$ cat src/rtl/axi_4_slave_controller.sv
// AXI4 slave handshake controller: one read or write burst in flight, beat sequencing, memory strobes.
// Optional write-length checking is enabled by defining AXI_SLAVE_LEN_CHECK_EN.
module axi_4_slave_controller #(
    parameter int unsigned LEN_W = 8
) (
    input  logic             clk,
    input  logic             reset,
    input  logic             m_arvalid,
    input  logic [LEN_W-1:0] m_arlen,
    output logic             s_arready,
    input  logic             m_rready,
    output logic             s_rvalid,
    output logic             s_rlast,
    input  logic             m_awvalid,
    input  logic [LEN_W-1:0] m_awlen,
    output logic             s_awready,
    input  logic             m_wvalid,
    input  logic             m_wlast,
    output logic             s_wready,
    input  logic             m_bready,
    output logic             s_bvalid,
    output logic [1:0]       s_bresp,
    output logic             mem_rd_en,
    output logic             mem_wr_en,
    output logic [LEN_W-1:0] mem_beat
);

    localparam logic [LEN_W-1:0] BEAT_MAX = {LEN_W{1'b1}};

    typedef enum logic [1:0] {
        SLAVE_IDLE,
        READ_DATA,
        WRITE_DATA,
        WRITE_RESP
    } state_t;

    state_t           state;
    logic [LEN_W-1:0] beat;
    logic [LEN_W-1:0] len;
    logic             error;

    // Handshake outputs decode purely from registered state, so no valid->ready path exists.
    assign s_arready = (state == SLAVE_IDLE);
    assign s_awready = (state == SLAVE_IDLE);
    assign s_wready  = (state == WRITE_DATA);
    assign s_rvalid  = (state == READ_DATA);
    assign s_rlast   = (state == READ_DATA) && (beat == len);
    assign s_bvalid  = (state == WRITE_RESP);
    assign s_bresp   = (s_bvalid && error) ? 2'b10 : 2'b00;

    // Memory strobes fire in the handshake cycle so read data lines up with the next s_rvalid beat.
    always_comb begin
        mem_rd_en = 1'b0;
        mem_wr_en = 1'b0;
        mem_beat  = beat;
        unique case (state)
            SLAVE_IDLE: begin
                if (m_arvalid) begin
                    mem_rd_en = 1'b1;
                    mem_beat  = '0;
                end
            end
            READ_DATA: begin
                if (m_rready && !s_rlast) begin
                    mem_rd_en = 1'b1;
                    mem_beat  = LEN_W'(beat + 1'b1);
                end
            end
            WRITE_DATA: begin
                if (m_wvalid) begin
                    mem_wr_en = 1'b1;
                end
            end
            default: ;
        endcase
    end

    always_ff @(posedge clk or negedge reset) begin
        if (!reset) begin
            state <= SLAVE_IDLE;
            beat  <= '0;
            len   <= '0;
            error <= 1'b0;
        end else begin
            unique case (state)
                SLAVE_IDLE: begin
                    beat <= '0;
                    if (m_arvalid) begin
                        len   <= m_arlen;
                        state <= READ_DATA;
                    end else if (m_awvalid) begin
                        len   <= m_awlen;
                        error <= 1'b0;
                        state <= WRITE_DATA;
                    end
                end
                READ_DATA: begin
                    if (m_rready) begin
                        if (s_rlast) begin
                            beat  <= '0;
                            state <= SLAVE_IDLE;
                        end else begin
                            beat <= LEN_W'(beat + 1'b1);
                        end
                    end
                end
                WRITE_DATA: begin
                    if (m_wvalid) begin
                        if (beat != BEAT_MAX) begin
                            beat <= LEN_W'(beat + 1'b1);
                        end
`ifdef AXI_SLAVE_LEN_CHECK_EN
                        if ((beat > len) || (m_wlast && (beat != len))) begin
                            error <= 1'b1;
                        end
`endif
                        if (m_wlast) begin
                            state <= WRITE_RESP;
                        end
                    end
                end
                WRITE_RESP: begin
                    if (m_bready) begin
                        beat  <= '0;
                        state <= SLAVE_IDLE;
                    end
                end
                default: state <= SLAVE_IDLE;
            endcase
        end
    end

endmodule

$ cat config.mk
export PLATFORM = sky130hd
export DESIGN_NAME = axi_4_slave_controller
export DESIGN_NICKNAME = d
export VERILOG_FILES = /design/src/rtl/axi_4_slave_controller.sv
export SDC_FILE = /design/constraint.sdc
export NUM_CORES = 1
export LEC_CHECK = 0
export BUFFER_PORTS_ARGS = -buffer_cell sky130_fd_sc_hd__buf_2
export CELL_PAD_IN_SITES_DETAIL_PLACEMENT = 0
export CELL_PAD_IN_SITES_GLOBAL_PLACEMENT = 1
export CORE_ASPECT_RATIO = 0.9
export CORE_UTILIZATION = 37
export CTS_CLUSTER_DIAMETER = 150
export DETAILED_ROUTE_END_ITERATION = 10
export GPL_TIMING_DRIVEN = 1
export MAX_ROUTING_LAYER = met4
export PLACE_DENSITY_LB_ADDON = 0.05
export SYNTH_ARGS = -nofsm -noshare
export SYNTH_HDL_FRONTEND = slang
export SYNTH_SLANG_ARGS = --single-unit
$ cat constraint.sdc
create_clock -name clk -period 2.7 [get_ports clk]
set_clock_uncertainty 0.1 [all_clocks]
set_input_delay 0.135 -clock clk [delete_from_list [all_inputs] [get_ports clk]]
set_output_delay 0.135 -clock clk [all_outputs]
set_load 0.01 [all_outputs]
==> impl_results.md <==
* Status: complete, no violations
* Reg power frac at 29.9%
* #FFs+latches synth at 18
* Die extent in x at 67.8 um
* Fin nets at 232
* Synth area leader: dfrtp_1
* Post-synth EDFFs at 0
* CP max stage cell: dfrtp_1
* Crit-path max FO at 9
* Hold path startpoint: m_arlen[7]
* Sw Pwr at 0.646 mW
* Cells after DPL at 243
* Core area at 3730 um2
* First-pass GRT wire length at 5.98 mm
* CP cell instances: xnor2_1, nand4_1, or2_1, nand3_1, o31ai_1, buf_2
* Critical Path RT at 2.47 ns
* GR Util All Layers at 20.4%
* Total grt overflow at 0
* Number of port buffers at 39
* HPWL after DPL at 2.84 mm
* I/O pin count at 42
* Post-Route Utilization at 44.6%
* Net Sw Frac at 43.3%
* Post-Route WL at 3.71 mm
* Clock Power Share at 14.8%
* Cell-internal power at 0.846 mW
* # rows at 21
* Non-filler cells, final at 248
* FMAX at 409 MHz
* # fillers at 395
* Yosys warns at 0
* Initial antenna violation count at 0
* Worst-Skew Late Latency at 0.25 ns
* Sequential cell area fraction in the yosys report at 31.3%
* Top cells by area, synth: dfrtp_1, nand2_1, a22o_1
* Synth cell count leaders: nand2_1, dfrtp_1, a22o_1, nand3b_1
* Min-Delay Path Class: in2reg
* Area share of the largest cell type after synthesis at 31.3%
* Setup TNS at 0 ns
* Area grow syn2layout at 15.5%
* Clock Pin Slew Worst Setup and Hold Paths at 0.07 ns
* Initial Utilization at 38.6%
* MaxCap Viol Count at 0
* FF-to-FF path depth at 7
* DRC at 0
* VDD IR max at 0.401 mV
* Chip height at 61.2 um
* Synth cell types at 40
* Period utilization at 90.6%
* Multi-input gate area at 867 um2
* Pleak at 0.805 nW
* Initial DRC Count at 98
* Vias in the first global route at 1249
* Most frequent cell after synthesis: nand2_1
* Detailed Routing Iterations Pass 1 at 4
* Cells after Synth at 173
* Slew Limit Fails at 0
* Comb pwr share at 55.3%
* H-tree depth at 1
* Min Tclk post-route at 2.45 ns
* Vias per Instance at 5.51
* Ant diodes at 0
* Worst Hold Depth at 4
* Number of setup violations in the final report at 0
* Syn Area/Cell at 8.33 um2
* Slew headroom at 61.1%
* Resized Gates After CTS at 0
* Mapped cell area at 1440 um2
* Max Root-Sink Buffers at 2
* Hold Path Sink: len[7]$_DFFE_PN0P_
* Reg-to-Reg End: beat[1]$_DFFE_PN0P_
* Worst EP arrival at 2.21 ns
* P per Cell Area at 896 nW/um2
* Sequential Area at 450 um2
* Crit Reg-Reg Startpoint: state[1]$_DFFE_PN0P_
* CTS tree: built
* Async SR Flop Fraction at 100%
* Wire per inst at 14.9 um
* Top_reg_cell synth: dfrtp_1
* GPL Wtd Cong at 0.841
* Layout cells sized above 1 at 23.8%
* Pin count of the biggest net entering global routing at 21
* Vias at 1366
* CTS buffer count at 3
* Clock tree root buffer cell: clkbuf_8
* CTS Sinks at 18
* DIE AREA at 4150 um2
* Worst setup SP type: flop
* Setup crit end kind: primary output
* Worst R2R Setup Slack at 0.29 ns
* CP max stage delay at 0.51 ns
* RSZ-0062 raised after global routing: no
* Hold Fails Final Rpt at 0
* Tightest Pin Transition at 0.579 ns
* DRT antenna net count at 0
* Setup CP Type: reg2out
==> cell type report <==
| class | instances | area share (%) |
|---|---|---|
| Clock buffer | 4 | 3.31 |
| Inverter | 6 | 1.35 |
| Multi-Input combinational cell | 133 | 52.1 |
| Sequential cell | 18 | 27.0 |
| Tap cell | 46 | 3.46 |
| Timing Repair Buffer | 41 | 12.8 |
==> logic make-up (layout without fill, tap and decap cells) <==
group,Yosys count,after routing,synth area share [%]
and+or+nand+nor,72,72,25.5
adders and majority gates,5,5,4.34
xor gates and xnor gates,8,8,5.38
buffers and inverters,23,51,8.85
muxes,6,6,4.60
AOI/OAI and AO/OA,40,40,19.8
other,1,2,0.260
DFF,18,18,31.2
==> stage by stage <==
stage	power, mW	worst slack, ns	cell area [um2]	hold slack [ns]
final	1.49	0.254	1670	0.0930
after global routing	1.61	0.103	1670	0.122
after CTS	1.50	0.299	1670	0.0950
after detailed placement	1.27	0.337	1600	-0.00604
after global placement	1.25	0.449	1600	-0.00276
after floorplan	1.07	0.626	1450	-0.261
==> critical path: cells and delay by family (launching register included) <==
family                 cells  cell delay, ns
AND/OR/NAND/NOR            3            0.68
flip-flops                 1            0.51
AO/OA/AOI/OAI              1            0.38
buffers and inverters      1            0.20
XOR/XNOR                   1            0.18
==> metal layers <==
metal  vias to the layer above  part of all wire (%)  GRT usage, %  wire, um
li1                        671                     -             -         -
met1                       654                    44          27.7      1650
met2                        39                    49          31.3      1810
met3                         2                   6.3          2.78       233
met4                         0                  0.51          6.85        19
met5                         -                     0             -         0
==> registers in the layout (all words and copies together), names as in the netlist <==
register / flops
state: 2
len: 8
beat: 8
==> worst max path at each step <==
stage,startpoint,to,slack (ns),cells past startpoint
2_1_floorplan,state[1]$_DFFE_PN0P_,beat[1]$_DFFE_PN0P_,0.63,8
3_3_place_gp,state[1]$_DFFE_PN0P_,beat[1]$_DFFE_PN0P_,0.45,7
3_5_place_dp,state[1]$_DFFE_PN0P_,beat[1]$_DFFE_PN0P_,0.34,7
4_1_cts,beat[5]$_DFFE_PN0P_,mem_beat[6],0.30,6
5_1_grt,state[1]$_DFFE_PN0P_,beat[4]$_DFFE_PN0P_,0.10,7
6_report,beat[5]$_DFFE_PN0P_,mem_beat[6],0.25,6
==> power groups by stage <==
stage / combinational (mW) / clock (mW) / sequential (mW)
6_report: 0.825 / 0.221 / 0.445
5_1_grt: 0.912 / 0.239 / 0.462
4_1_cts: 0.830 / 0.227 / 0.444
3_5_place_dp: 0.819 / 0 / 0.449
3_3_place_gp: 0.808 / 0 / 0.445
2_1_floorplan: 0.655 / 0 / 0.411
==> repair_timing <==
action / in CTS / in global routing
hold buffers: 1 / 0
hold endpoints to repair: 18 / 0
setup buffers: 0 / 0
==> placed cells by master (no fill, tap or decap), types with 6 or more instances in the layout <==
master	count
buf_2	39
nand2_1	27
dfrtp_1	18
nand3b_1	8
a22o_1	8
xnor2_1	7
nand3_1	7
nand4_1	6
nor2_1	6
o211ai_1	6
o21ai_0	6
(Power assumes the default switching activity.)
